**config.mk**
```make
export PLATFORM = sky130hd
export DESIGN_NAME = switch_toggle_ctrl
export DESIGN_NICKNAME = d
export VERILOG_FILES = /design/src/rtl/switch_ctrl_pkg.sv /design/src/rtl/rr_arbiter.sv /design/src/rtl/switch_toggle_ctrl.sv
export SDC_FILE = /design/constraint.sdc
export NUM_CORES = 1
export LEC_CHECK = 0
export CELL_PAD_IN_SITES_DETAIL_PLACEMENT = 0
export CELL_PAD_IN_SITES_GLOBAL_PLACEMENT = 1
export CORE_ASPECT_RATIO = 1.75
export CORE_MARGIN = 2
export CORE_UTILIZATION = 25
export CTS_CLUSTER_DIAMETER = 40
export DETAILED_ROUTE_END_ITERATION = 8
export PLACE_DENSITY = 0.58
export SKIP_CTS_REPAIR_TIMING = 1
export SYNTH_ARGS = -nofsm -noshare
export SYNTH_HDL_FRONTEND = slang
export SYNTH_SLANG_ARGS = --single-unit
export TNS_END_PERCENT = 100
```
**constraint.sdc**
```tcl
create_clock -name clock -period 6.08 [get_ports clock]
set_input_delay 1.216 -clock clock [delete_from_list [all_inputs] [get_ports clock]]
set_output_delay 1.216 -clock clock [all_outputs]
set_load 0.1 [all_outputs]
```
**src/rtl/switch_ctrl_pkg.sv**
```systemverilog
`default_nettype none
// +--------------------------------------------------------------------------+
// | switch_ctrl_pkg : shared types, defaults and width helper for the         |
// |                   switch_toggle_ctrl slice                                |
// | Revision 1.0                                                             |
// +--------------------------------------------------------------------------+
package switch_ctrl_pkg;

   typedef enum logic [0:0] {
      IDLE = 1'b0,
      HOLD = 1'b1
   } state_t;

   localparam int unsigned DEFAULT_NUM_REQ     = 4;
   localparam int unsigned DEFAULT_HOLD_CYCLES = 8;
   localparam int unsigned DEFAULT_CNT_W       = 8;

   // clog2 clamped to at least one bit so degenerate sizes still get a real vector
   function automatic int unsigned width_for(input int unsigned n);
      return (n <= 1) ? 1 : $clog2(n);
   endfunction

endpackage
`default_nettype wire

```
**src/rtl/rr_arbiter.sv**
```systemverilog
`default_nettype none
// +--------------------------------------------------------------------------+
// | rr_arbiter : combinational round-robin pick, searching upward from        |
// |              rr_ptr with wrap; returns one-hot grant, index and valid     |
// | Revision 1.0                                                             |
// +--------------------------------------------------------------------------+
module rr_arbiter
   import switch_ctrl_pkg::*;
#(
   parameter int unsigned NUM_REQ = DEFAULT_NUM_REQ,
   parameter int unsigned PTR_W   = width_for(NUM_REQ)
) (
   input  logic [NUM_REQ-1:0] req,
   input  logic [PTR_W-1:0]   rr_ptr,
   input  logic               enable,
   output logic [NUM_REQ-1:0] grant,
   output logic [PTR_W-1:0]   grant_idx,
   output logic               valid
);

   logic [PTR_W:0]   sum;
   logic [PTR_W-1:0] idx;

   always_comb begin
      grant     = '0;
      grant_idx = '0;
      valid     = 1'b0;
      sum       = '0;
      idx       = '0;
      if (enable) begin
         for (int i = 0; i < int'(NUM_REQ); i++) begin
            sum = {1'b0, rr_ptr} + (PTR_W+1)'(i);
            if (sum >= (PTR_W+1)'(NUM_REQ)) begin
               sum = sum - (PTR_W+1)'(NUM_REQ);
            end
            idx = sum[PTR_W-1:0];
            if (!valid && req[idx]) begin
               valid      = 1'b1;
               grant[idx] = 1'b1;
               grant_idx  = idx;
            end
         end
      end
   end

endmodule
`default_nettype wire

```
**src/rtl/switch_toggle_ctrl.sv**
```systemverilog
`default_nettype none
// +--------------------------------------------------------------------------+
// | switch_toggle_ctrl : round-robin toggle arbiter for one shared switch     |
// |                      with a minimum dwell after each toggle.              |
// |                      Optional macro SWITCH_FORCE_EN adds force_en/val.    |
// | Revision 1.0                                                             |
// +--------------------------------------------------------------------------+
module switch_toggle_ctrl
   import switch_ctrl_pkg::*;
#(
   parameter int unsigned NUM_REQ     = DEFAULT_NUM_REQ,
   parameter int unsigned HOLD_CYCLES = DEFAULT_HOLD_CYCLES,
   parameter int unsigned CNT_W       = DEFAULT_CNT_W
) (
   input  logic               clock,
   input  logic               reset,
`ifdef SWITCH_FORCE_EN
   input  logic               force_en,
   input  logic               force_val,
`endif
   input  logic [NUM_REQ-1:0] req,
   output logic [NUM_REQ-1:0] ack,
   output logic               switch,
   output logic               busy,
   output logic [CNT_W-1:0]   toggle_count
);

   localparam int unsigned     PTR_W       = width_for(NUM_REQ);
   localparam int unsigned     HOLD_W      = width_for(HOLD_CYCLES);
   localparam logic [HOLD_W-1:0] HOLD_RELOAD = HOLD_W'(HOLD_CYCLES - 1);
   localparam logic [PTR_W-1:0]  LAST_IDX    = PTR_W'(NUM_REQ - 1);

   state_t             state_q, state_d;
   logic [HOLD_W-1:0]  cnt_q, cnt_d;
   logic [PTR_W-1:0]   rr_ptr_q, rr_ptr_d;
   logic               switch_q, switch_d;
   logic [NUM_REQ-1:0] ack_q, ack_d;
   logic               busy_q, busy_d;
   logic [CNT_W-1:0]   toggle_count_q, toggle_count_d;

   logic               force_active;
   logic               force_value;
   logic [NUM_REQ-1:0] arb_grant;
   logic [PTR_W-1:0]   arb_idx;
   logic               arb_valid;

`ifdef SWITCH_FORCE_EN
   assign force_active = force_en;
   assign force_value  = force_val;
`else
   assign force_active = 1'b0;
   assign force_value  = 1'b0;
`endif

   // Arbiter is gated off in HOLD so req (even X) never reaches any output there
   rr_arbiter #(
      .NUM_REQ (NUM_REQ),
      .PTR_W   (PTR_W)
   ) u_rr_arbiter (
      .req       (req),
      .rr_ptr    (rr_ptr_q),
      .enable    ((state_q == IDLE) && !force_active),
      .grant     (arb_grant),
      .grant_idx (arb_idx),
      .valid     (arb_valid)
   );

   always_ff @(posedge clock or posedge reset) begin
      if (reset) begin
         state_q        <= IDLE;
         cnt_q          <= '0;
         rr_ptr_q       <= '0;
         switch_q       <= 1'b0;
         ack_q          <= '0;
         busy_q         <= 1'b0;
         toggle_count_q <= '0;
      end else begin
         state_q        <= state_d;
         cnt_q          <= cnt_d;
         rr_ptr_q       <= rr_ptr_d;
         switch_q       <= switch_d;
         ack_q          <= ack_d;
         busy_q         <= busy_d;
         toggle_count_q <= toggle_count_d;
      end
   end

   always_comb begin
      state_d = state_q;
      cnt_d   = cnt_q;
      if (force_active) begin
         state_d = IDLE;
         cnt_d   = '0;
      end else begin
         case (state_q)
            IDLE: begin
               if (arb_valid) begin
                  state_d = HOLD;
                  cnt_d   = HOLD_RELOAD;
               end
            end
            HOLD: begin
               if (cnt_q == '0) begin
                  state_d = IDLE;
               end else begin
                  cnt_d = cnt_q - HOLD_W'(1);
               end
            end
            default: state_d = IDLE;
         endcase
      end
   end

   always_comb begin
      switch_d       = switch_q;
      ack_d          = '0;
      busy_d         = (state_d == HOLD);
      toggle_count_d = toggle_count_q;
      rr_ptr_d       = rr_ptr_q;
      if (force_active) begin
         switch_d = force_value;
      end else if (arb_valid) begin
         switch_d       = ~switch_q;
         ack_d          = arb_grant;
         toggle_count_d = toggle_count_q + CNT_W'(1);
         rr_ptr_d       = (arb_idx == LAST_IDX) ? '0 : arb_idx + PTR_W'(1);
      end
   end

   assign ack          = ack_q;
   assign switch       = switch_q;
   assign busy         = busy_q;
   assign toggle_count = toggle_count_q;

endmodule
`default_nettype wire

```
# == After elaboration in Yosys (flattened, before gate mapping) ==
# Cells that the tools add are included.
# word_totals
mem_count,0
latchBits,0
output_inout_bits,14
romBits,0
regBits,19
ramBits,0
inputBits,6
# classes
muxes,53
div_mod_pow,0
mul,0
n_reduce_logical,12
eq_ne,3
n_addsub,10
bitwise,5
n_lt_le_gt_ge,12
shift,0
# op_table
cell,count
$mux 4,9
$mux 2,14
$mux 1,18
$lt 2x3->1 const B,4
$or 4x4->4,3
$ge 3x3->1 const B,3
$add 8x1->8 const B,1
$bmux 1 s2,4
$demux 1 s2,4
$ge 2x1->1 const B,4
$sub 2x1->2 const B,4
$logic_and 1x1->1,7
$add 2x2->3 const B,2
$mux 3,2
$pmux 3 s2,1
$ne 2x2->1 const B,2
$add 2x1->3 const B,1
$ge 2x3->1 const B,1
$logic_not 1->1,3
$logic_not 3->1,1
$sub 3x1->3 const B,1
$add 2x1->2 const B,1
$eq 2x2->1 const B,1
$not 1->1,2
2 further kinds,2

# == Logic depth before layout (Yosys ltp) ==
# Gate-level depths: netlist of run 1.
# depth
depth_word,21
depth_mapped,8

# == By module ==
# Synthesis of run 1 repeated with hierarchy kept, for this count alone.
# unflattened
cells_unflattened,150
hier_area_um2,1516.5
# by_module_without_submodules
mod,instances,cells_per_inst,area_per_inst_um2
switch_toggle_ctrl,1,65,830.8
rr_arbiter,1,85,685.7

# == Worst setup path before layout of run 1 ==
# Ideal clock, no wire load.
# synth_timing
kind,input to register
startpoint,input req[1]
endpoint,"register toggle_count_q[7], in the netlist toggle_count[7]"
t_arrival_ps,2729
path_slack_ps,3194
path_buffers,1
cell_stages,6
path_cell_list,mux4_1 -> buf_2 -> o41ai_4 -> nor3_2 -> nand3_2 -> xnor2_1
# synth_between
elab_chain_len,16
# synth_lines
element,line_no,source
"start, declared",switch_toggle_ctrl.sv:21,"input logic [NUM_REQ-1:0] req,"
$bmux 1 s2,rr_arbiter.sv:37,if (!valid && req[idx]) begin
$mux 1 (not written as such),rr_arbiter.sv:37,
$mux 1,rr_arbiter.sv:37,
$mux 1,rr_arbiter.sv:30,if (enable) begin
$logic_not 1->1,rr_arbiter.sv:37,
$logic_and 1x1->1,rr_arbiter.sv:37,
$mux 1,rr_arbiter.sv:37,
$mux 1,rr_arbiter.sv:30,
$logic_not 1->1,rr_arbiter.sv:37,
$logic_and 1x1->1,rr_arbiter.sv:37,
$mux 1,rr_arbiter.sv:37,
$mux 1,rr_arbiter.sv:30,
$logic_not 1->1,rr_arbiter.sv:37,
$logic_and 1x1->1,rr_arbiter.sv:37,
$mux 1 *,rr_arbiter.sv:37,
$mux 1 *,rr_arbiter.sv:30,
"end signal, assigned",switch_toggle_ctrl.sv:84,toggle_count_q <= toggle_count_d;
"end, declared",switch_toggle_ctrl.sv:39,"logic [CNT_W-1:0] toggle_count_q, toggle_count_d;"
# Mark *: on every way between the ends. The rest lies on a longest branch, timed or not. The select of a mux whose other input is x is not followed.
# A chain may end at the register's enable or synchronous reset.

# == Final worst setup path of run 1 ==
# layout_timing
startpoint,input req[1]
endpoint,"register toggle_count_q[6], in the netlist toggle_count[6]"
# Same word-level chain as after synthesis.

==> flow_summary.html, run 1 <==
<table>
<tr><th>Metric</th><th>Value</th></tr>
<tr><th colspan="2">Cells and area</th></tr>
<tr><td>Final layout net count</td><td>154</td></tr>
<tr><td>Filler cell count in the final layout</td><td>499</td></tr>
<tr><td>Post-Layout Cell Count</td><td>190</td></tr>
<tr><td>Fraction of final layout cells with drive strength greater than 1</td><td>8.82%</td></tr>
<tr><td>Area taken by multi-input logic gates</td><td>714 um2</td></tr>
<tr><td>N_diodes</td><td>0</td></tr>
<tr><td>Growth of design area from synthesis to finish</td><td>21.6%</td></tr>
<tr><td>Register cell area after layout</td><td>475 um2</td></tr>
<tr><th colspan="2">Worst setup path</th></tr>
<tr><td>Cell Chain, Critical Path</td><td>clkdlybuf4s50_1 -&gt; mux4_1 -&gt; o41ai_4 -&gt; nor4_1 -&gt; xor2_1</td></tr>
<tr><td>R2R Path Start</td><td>rr_ptr_q[0]</td></tr>
<tr><td>Crit path required time</td><td>6.21 ns</td></tr>
<tr><td>Crit Path Class</td><td>input pin to flop</td></tr>
<tr><td>Delay of the slowest critical-path stage</td><td>0.98 ns</td></tr>
<tr><td>Crit Path Max Fanout</td><td>18</td></tr>
<tr><td>Worst r2r dst</td><td>toggle_count[6]</td></tr>
<tr><td>Buffers and inverters on the worst path</td><td>1</td></tr>
<tr><td>Worst-case register-to-register setup slack</td><td>2.84 ns</td></tr>
<tr><td>Critical Path Source Type</td><td>input pin</td></tr>
<tr><td>Element type at the critical path end</td><td>flop</td></tr>
<tr><td>Cell family with the largest share of critical-path delay</td><td>compound AO/OA/AOI/OAI gates</td></tr>
<tr><td>Count of cells along the worst register-to-register path</td><td>6</td></tr>
<tr><td>Data arrival at the endpoint of the critical path</td><td>3.81 ns</td></tr>
<tr><td>Worst-path cell with the longest stage delay</td><td>sky130_fd_sc_hd__o41ai_4</td></tr>
<tr><th colspan="2">Timing</th></tr>
<tr><td>Slack of the critical path</td><td>2.40 ns</td></tr>
<tr><td>Highest attainable clock frequency</td><td>272 MHz</td></tr>
<tr><td>Final hold viol count</td><td>0</td></tr>
<tr><td>Final setup fails</td><td>0</td></tr>
<tr><td>Final worst path period need</td><td>3.68 ns</td></tr>
<tr><td>Rel. slew slack</td><td>30.1%</td></tr>
<tr><td>Final slew viol count</td><td>0</td></tr>
<tr><td>Setup repair after global routing missed its margin</td><td>no</td></tr>
<tr><td>Clock Skews</td><td>0.00179 ns</td></tr>
<tr><td>Slew at the pin closest to its max-slew limit</td><td>1.04 ns</td></tr>
<tr><td>Final critical-path share of the clock period</td><td>60.6%</td></tr>
<tr><td>Final setup TNS</td><td>0 ns</td></tr>
<tr><th colspan="2">Die</th></tr>
<tr><td>I/O pin cnt</td><td>20</td></tr>
<tr><td>Initial Util</td><td>25.7%</td></tr>
<tr><td>Core Footprint</td><td>4890 um2</td></tr>
<tr><td>Die Height</td><td>97.7 um</td></tr>
<tr><td>Die X-Extent</td><td>57.6 um</td></tr>
<tr><td>Rows</td><td>34</td></tr>
<tr><td>Total die area</td><td>5630 um2</td></tr>
<tr><th colspan="2">Global routing</th></tr>
<tr><td>Global-route wire length before repair</td><td>4.68 mm</td></tr>
<tr><td>Combined global-route utilization of all metal layers</td><td>10.2%</td></tr>
<tr><td>Pin count of the biggest net entering global routing</td><td>20</td></tr>
<tr><td>Vias in the first global route</td><td>1016</td></tr>
<tr><td>Antenna violations before repair</td><td>0</td></tr>
<tr><td>Total congestion overflow</td><td>0</td></tr>
<tr><th colspan="2">Synthesis</th></tr>
<tr><td>Number of flops mapped to enable cells by yosys</td><td>0</td></tr>
<tr><td>Share of synthesized flip-flops with an asynchronous set or reset</td><td>100%</td></tr>
<tr><td>Synthesized instance count</td><td>117</td></tr>
<tr><td>Average footprint of a synthesized cell</td><td>10.7 um2</td></tr>
<tr><td>Flip-flop and latch count after synthesis</td><td>19</td></tr>
<tr><td>Sequential share of the synthesized area</td><td>37.9%</td></tr>
<tr><td>Number of warnings printed during yosys synthesis</td><td>0</td></tr>
<tr><td>Ranking of synthesized cells by area</td><td>sky130_fd_sc_hd__dfrtp_1 (38%), sky130_fd_sc_hd__ha_1 (11%), sky130_fd_sc_hd__mux4_2 (5.4%)</td></tr>
<tr><td>Dominant register cell in the synthesized netlist</td><td>sky130_fd_sc_hd__dfrtp_1</td></tr>
<tr><td>Cell taking the most area after synthesis</td><td>sky130_fd_sc_hd__dfrtp_1</td></tr>
<tr><td>Syn_nets</td><td>134</td></tr>
<tr><td>Mapped cell area</td><td>1250 um2</td></tr>
<tr><td>Number of distinct library cell variants in the gate-level netlist after synthesis</td><td>34</td></tr>
<tr><td>Top-area cell type share of the netlist area</td><td>37.9%</td></tr>
<tr><th colspan="2">Clock network</th></tr>
<tr><td>Worst skew pair latency</td><td>0.25 ns</td></tr>
<tr><td>H-tree levels</td><td>1</td></tr>
<tr><td>Clock transition time at the flip-flop clock pins of the worst setup and hold paths</td><td>0.07 ns</td></tr>
<tr><td>Total clock sinks</td><td>19</td></tr>
<tr><td>TritonCTS clock tree</td><td>yes</td></tr>
<tr><td>Largest buffer count on any clock path</td><td>2</td></tr>
<tr><td>CTS buffer count</td><td>3</td></tr>
<tr><td>CTS Root Buffer Type</td><td>sky130_fd_sc_hd__clkbuf_8</td></tr>
<tr><th colspan="2">Place</th></tr>
<tr><td>Post-placement setup slack</td><td>2.08 ns</td></tr>
<tr><td>Placed cells</td><td>186</td></tr>
<tr><td>Port buffer count</td><td>19</td></tr>
<tr><td>Post-DP HPWL</td><td>1.92 mm</td></tr>
<tr><td>Global placer's final weighted congestion</td><td>0.780</td></tr>
<tr><th colspan="2">Detailed routing</th></tr>
<tr><td>Remaining routing DRC violations</td><td>0</td></tr>
<tr><td>Routed WL per cell</td><td>14.0 um</td></tr>
<tr><td>Routed WL</td><td>2.65 mm</td></tr>
<tr><td>Number of antenna-violating nets in the routed design</td><td>0</td></tr>
<tr><td>Initial detailed-routing violation count</td><td>16</td></tr>
<tr><td>Number of detailed-routing iterations run before antenna repair</td><td>4</td></tr>
<tr><td>Via density per instance</td><td>4.97</td></tr>
<tr><td>Via count of the routed design</td><td>944</td></tr>
<tr><th colspan="2">Hold path</th></tr>
<tr><td>Worst hold path depth</td><td>1</td></tr>
<tr><td>Hold Startpoint</td><td>switch</td></tr>
<tr><td>Hold Path Sink</td><td>switch</td></tr>
<tr><td>Worst hold-check path type</td><td>flop to flop</td></tr>
<tr><th colspan="2">Run status</th></tr>
<tr><td>Outcome</td><td>finished, final reports clean</td></tr>
<tr><th colspan="2">Run</th></tr>
<tr><td>Count of max-cap constraint violations</td><td>0</td></tr>
</table>
[cell usage in the layout, fill, tap and decap left out, types with 3 or more instances in the layout]
cell type	count
sky130_fd_sc_hd__a22o_1	4
sky130_fd_sc_hd__dfrtp_1	19
sky130_fd_sc_hd__xnor2_1	6
sky130_fd_sc_hd__xor2_1	3
sky130_fd_sc_hd__mux2i_1	6
sky130_fd_sc_hd__clkbuf_8	3
sky130_fd_sc_hd__ha_1	11
sky130_fd_sc_hd__inv_1	8
sky130_fd_sc_hd__o21ai_0	3
sky130_fd_sc_hd__nand3_1	3
sky130_fd_sc_hd__nand2_1	16
sky130_fd_sc_hd__mux4_2	3
sky130_fd_sc_hd__clkdlybuf4s50_1	19
sky130_fd_sc_hd__a21oi_1	5
sky130_fd_sc_hd__nor2_1	4
[flip-flops by register name, summed over array words and instances, names as in the netlist]
name and flops:
toggle_count 8, switch 1, busy 1, rr_ptr_q 2
cnt_q 3, ack 4
[per-stage QoR]
step | area (um2) | util, % | hold WS [ns]
finish | 1530 | 31.2 | 0.474
global route | 1530 | 31.2 | 0.497
CTS | 1530 | 31.2 | 0.480
detailed placement | 1480 | 30.3 | 0.466
global placement | 1480 | 30.3 | 0.464
floorplan | 1250 | - | 0.477
[kinds of logic (layout without fill, tap and decap cells)]
logic type               Yosys count  after routing  share of synthesized area (%)
AND/OR/NAND/NOR                   33             33                           12.9
AO/OA/AOI/OAI                     20             20                           12.8
flip-flops                        19             19                           37.9
buffers and inverters             13             32                           5.18
multiplexers                      12             12                           14.1
adder cells (fa/ha/maj)           11             11                           11.0
XOR/XNOR                           9              9                           6.28
[layer usage]
metal,GRT usage (%),share of wire [%],vias up
li1,-,-,454
met2,17.0,51,21
met3,1.60,4.3,4
met4,4.29,1.7,0
met5,0,0,-
met1,12.8,43,465
[cell usage after synthesis (3+ instances only)]
master and n:
sky130_fd_sc_hd__a21oi_1 5, sky130_fd_sc_hd__a22o_1 4, sky130_fd_sc_hd__dfrtp_1 19, sky130_fd_sc_hd__ha_1 11, sky130_fd_sc_hd__inv_1 8, sky130_fd_sc_hd__mux2i_1 6
sky130_fd_sc_hd__mux4_2 3, sky130_fd_sc_hd__nand2_1 16, sky130_fd_sc_hd__nand3_1 3, sky130_fd_sc_hd__nor2_1 4, sky130_fd_sc_hd__o21ai_0 3, sky130_fd_sc_hd__xnor2_1 6
sky130_fd_sc_hd__xor2_1 3
[worst max path at each step]
stage / startpoint / endpoint / slack (ns) / cells after the start
2_1_floorplan: req[1] / toggle_count[7] / 3.19 / 6
3_3_place_gp: req[1] / toggle_count[7] / 2.19 / 6
3_5_place_dp: req[2] / toggle_count[7] / 2.08 / 6
4_1_cts: req[1] / toggle_count[7] / 2.35 / 6
5_1_grt: req[3] / toggle_count[2] / 2.18 / 6
6_report: req[1] / toggle_count[6] / 2.40 / 5
[layout make-up]
type	count	area share, %
multi-input combinational	85	46.8
sequential	19	31.1
timing repair buffer	19	12.5
tap	54	4.43
clock buffer	4	2.95
inverter	9	2.21
Power of run 1 is not shown: default switching activity piles up to over one toggle a cycle in this logic, so the estimate is an artifact.
==> inputs of run 2 (changes only) <==
--- a/config.mk
+++ b/config.mk
@@ -12,7 +12,7 @@
 export CORE_UTILIZATION = 25
 export CTS_CLUSTER_DIAMETER = 40
 export DETAILED_ROUTE_END_ITERATION = 8
-export PLACE_DENSITY = 0.58
+export PLACE_DENSITY = 0.6
 export SKIP_CTS_REPAIR_TIMING = 1
 export SYNTH_ARGS = -nofsm -noshare
 export SYNTH_HDL_FRONTEND = slang
==> constraint.sdc (replaced) <==
create_clock -name clock -period 3.01 [get_ports clock]
set_input_delay 0.602 -clock clock [delete_from_list [all_inputs] [get_ports clock]]
set_output_delay 0.602 -clock clock [all_outputs]
set_load 0.1 [all_outputs]
==> run 2 against run 1 <==
Sequential cell count unchanged. Non-clock buffer count increased by 7. Register-to-register slack got worse by 2.3 ns. Routed wire length increased by 3.8%. Sequential share of layout area decreased by 0.63 points. Clock skew decreased by 0.0010 ns. Die area unchanged. Largest cell class unchanged. Highest routed layer unchanged.
==> flow_summary.html, run 2 (synthesis gave the netlist of run 1 again) <==
<table>
<tr><th>Metric</th><th>Value</th></tr>
<tr><th colspan="2">Run status</th></tr>
<tr><td>Outcome</td><td>finished, final reports clean</td></tr>
<tr><th colspan="2">Detailed routing</th></tr>
<tr><td>Number of antenna-violating nets in the routed design</td><td>0 (unchanged)</td></tr>
<tr><td>Routed WL per cell</td><td>14.0 um (+0.12%)</td></tr>
<tr><td>Routed WL</td><td>2.75 mm (+3.8%)</td></tr>
<tr><td>Number of detailed-routing iterations run before antenna repair</td><td>4 (unchanged)</td></tr>
<tr><td>Via density per instance</td><td>4.91 (-1.2%)</td></tr>
<tr><td>Via count of the routed design</td><td>967 (+2.4%)</td></tr>
<tr><td>Initial detailed-routing violation count</td><td>11 (-5)</td></tr>
<tr><td>Remaining routing DRC violations</td><td>0 (unchanged)</td></tr>
<tr><th colspan="2">Die</th></tr>
<tr><td>Die X-Extent</td><td>57.6 um (unchanged)</td></tr>
<tr><td>Die Height</td><td>97.7 um (unchanged)</td></tr>
<tr><td>Initial Util</td><td>25.7% (unchanged)</td></tr>
<tr><td>Rows</td><td>34 (unchanged)</td></tr>
<tr><td>Core Footprint</td><td>4890 um2 (unchanged)</td></tr>
<tr><td>Total die area</td><td>5630 um2 (unchanged)</td></tr>
<tr><td>I/O pin cnt</td><td>20 (unchanged)</td></tr>
<tr><th colspan="2">Place</th></tr>
<tr><td>Global placer's final weighted congestion</td><td>0.856 (+9.7%)</td></tr>
<tr><td>Post-DP HPWL</td><td>2.11 mm (+9.8%)</td></tr>
<tr><td>Port buffer count</td><td>19 (unchanged)</td></tr>
<tr><th colspan="2">Worst setup path</th></tr>
<tr><td>Crit Path Max Fanout</td><td>6 (-12)</td></tr>
<tr><td>Capture point of the worst path</td><td>rr_ptr_q[1]</td></tr>
<tr><td>Count of cells along the worst register-to-register path</td><td>7 (+1)</td></tr>
<tr><td>Crit Path Class</td><td>input pin to flop</td></tr>
<tr><td>Data arrival at the endpoint of the critical path</td><td>2.68 ns (-1.13 ns)</td></tr>
<tr><td>Crit path required time</td><td>3.17 ns (-3.04 ns)</td></tr>
<tr><td>Element type at the critical path end</td><td>flop</td></tr>
<tr><td>Critical Path Source Type</td><td>input pin</td></tr>
<tr><td>R2R Path Start</td><td>rr_ptr_q[0]</td></tr>
<tr><td>First element of the critical path</td><td>req[1]</td></tr>
<tr><td>Worst r2r dst</td><td>rr_ptr_q[1]</td></tr>
<tr><td>Worst-case register-to-register setup slack</td><td>0.55 ns (-2.29 ns)</td></tr>
<tr><th colspan="2">Global routing</th></tr>
<tr><td>Antenna violations before repair</td><td>0 (unchanged)</td></tr>
<tr><td>Combined global-route utilization of all metal layers</td><td>10.4% (+0.23 points)</td></tr>
<tr><td>Global-route wire length before repair</td><td>4.67 mm (-0.15%)</td></tr>
<tr><td>Vias in the first global route</td><td>1028 (+1.2%)</td></tr>
<tr><td>Pin count of the biggest net entering global routing</td><td>20 (unchanged)</td></tr>
<tr><td>Total congestion overflow</td><td>0 (unchanged)</td></tr>
<tr><th colspan="2">Hold path</th></tr>
<tr><td>Hold Startpoint</td><td>switch</td></tr>
<tr><td>Worst hold-check path type</td><td>flop to flop</td></tr>
<tr><th colspan="2">Cells and area</th></tr>
<tr><td>Commonest non-fill, non-tap cells in the layout</td><td>sky130_fd_sc_hd__buf_4 (20), sky130_fd_sc_hd__dfrtp_1 (19), sky130_fd_sc_hd__nand2_1 (16)</td></tr>
<tr><td>Most common cell after layout, fill and taps aside</td><td>sky130_fd_sc_hd__buf_4</td></tr>
<tr><td>Register cell area after layout</td><td>475 um2 (unchanged)</td></tr>
<tr><td>Final layout net count</td><td>161 (+4.5%)</td></tr>
<tr><td>Fraction of final layout cells with drive strength greater than 1</td><td>23.8% (+15 points)</td></tr>
<tr><td>Growth of design area from synthesis to finish</td><td>24.1%</td></tr>
<tr><td>Area taken by multi-input logic gates</td><td>714 um2 (unchanged)</td></tr>
<tr><td>Final Core Density</td><td>31.8% (+0.64 points)</td></tr>
<tr><td>Filler cell count in the final layout</td><td>517 (+3.6%)</td></tr>
<tr><td>Flip-flop count of the largest register after layout</td><td>8 (unchanged)</td></tr>
<tr><td>N_diodes</td><td>0 (unchanged)</td></tr>
<tr><th colspan="2">Timing</th></tr>
<tr><td>Final hold viol count</td><td>0 (unchanged)</td></tr>
<tr><td>Final setup fails</td><td>0 (unchanged)</td></tr>
<tr><td>Final critical-path share of the clock period</td><td>83.8%</td></tr>
<tr><td>Highest attainable clock frequency</td><td>396 MHz</td></tr>
<tr><td>Final slew viol count</td><td>0 (unchanged)</td></tr>
<tr><td>Slew at the pin closest to its max-slew limit</td><td>0.708 ns (-0.336 ns)</td></tr>
<tr><td>Final worst path period need</td><td>2.52 ns</td></tr>
<tr><td>Setup repair after global routing missed its margin</td><td>no</td></tr>
<tr><td>Final setup TNS</td><td>0 ns (unchanged)</td></tr>
<tr><td>Rel. slew slack</td><td>52.7% (+23 points)</td></tr>
<tr><td>Clock Skews</td><td>0.000786 ns (-0.00101 ns)</td></tr>
<tr><th colspan="2">Clock network</th></tr>
<tr><td>CTS buffer count</td><td>3 (unchanged)</td></tr>
<tr><td>Clock transition time at the flip-flop clock pins of the worst setup and hold paths</td><td>0.07 ns (about the same)</td></tr>
<tr><td>H-tree levels</td><td>1 (unchanged)</td></tr>
<tr><td>Total clock sinks</td><td>19 (unchanged)</td></tr>
<tr><td>CTS Root Buffer Type</td><td>sky130_fd_sc_hd__clkbuf_8</td></tr>
<tr><td>Largest buffer count on any clock path</td><td>2 (unchanged)</td></tr>
<tr><td>Worst skew pair latency</td><td>0.26 ns (about the same)</td></tr>
<tr><td>TritonCTS clock tree</td><td>yes</td></tr>
<tr><th colspan="2">Run</th></tr>
<tr><td>Count of max-cap constraint violations</td><td>0 (unchanged)</td></tr>
</table>
==> run 2: how the worst min path moves through the flow <==
stage / end / cells after the start
after floorplan: cnt_q[1] / 2
final: switch / 1
after detailed placement: toggle_count[7] / 1
after global routing: toggle_count[7] / 1
after global placement: switch / 1
after CTS: switch / 1
==> run 2: cell type report <==
type	instances	share of cell area (%)
Multi-Input combinational cell	85	45.9
Inverter	9	2.17
Sequential cell	19	30.5
Clock buffer	3	2.65
Clock inverter	1	0.321
Tap cell	54	4.34
Timing Repair Buffer	26	14.1
==> run 2: routing by layer <==
layer	vias up	track usage (%)	part of all wire, %
li1	465	-	-
met1	469	12.2	42
met2	26	17.9	53
met3	7	1.46	3.3
met4	0	5.19	2.3
met5	-	0	0
==> run 2: metrics by stage <==
step	cell area, um2	setup slack, ns	cells	hold slack, ns
finish	1560	0.487	197	0.472
global route	1560	0.351	197	0.495
CTS	1560	0.429	197	0.479
detailed placement	1510	0.186	193	0.466
global placement	1510	0.285	193	0.467
floorplan	1250	0.462	117	0.477
==> run 2: worst max-delay path: stages <==
cell and delay [ns]:
sky130_fd_sc_hd__clkdlybuf4s50_1 0.49, sky130_fd_sc_hd__mux4_1 0.65, sky130_fd_sc_hd__buf_4 0.22, sky130_fd_sc_hd__nor2_1 0.14, sky130_fd_sc_hd__mux2i_1 0.25, sky130_fd_sc_hd__a211oi_1 0.07, sky130_fd_sc_hd__o31ai_1 0.26
Power of run 2 is left out for the same reason.
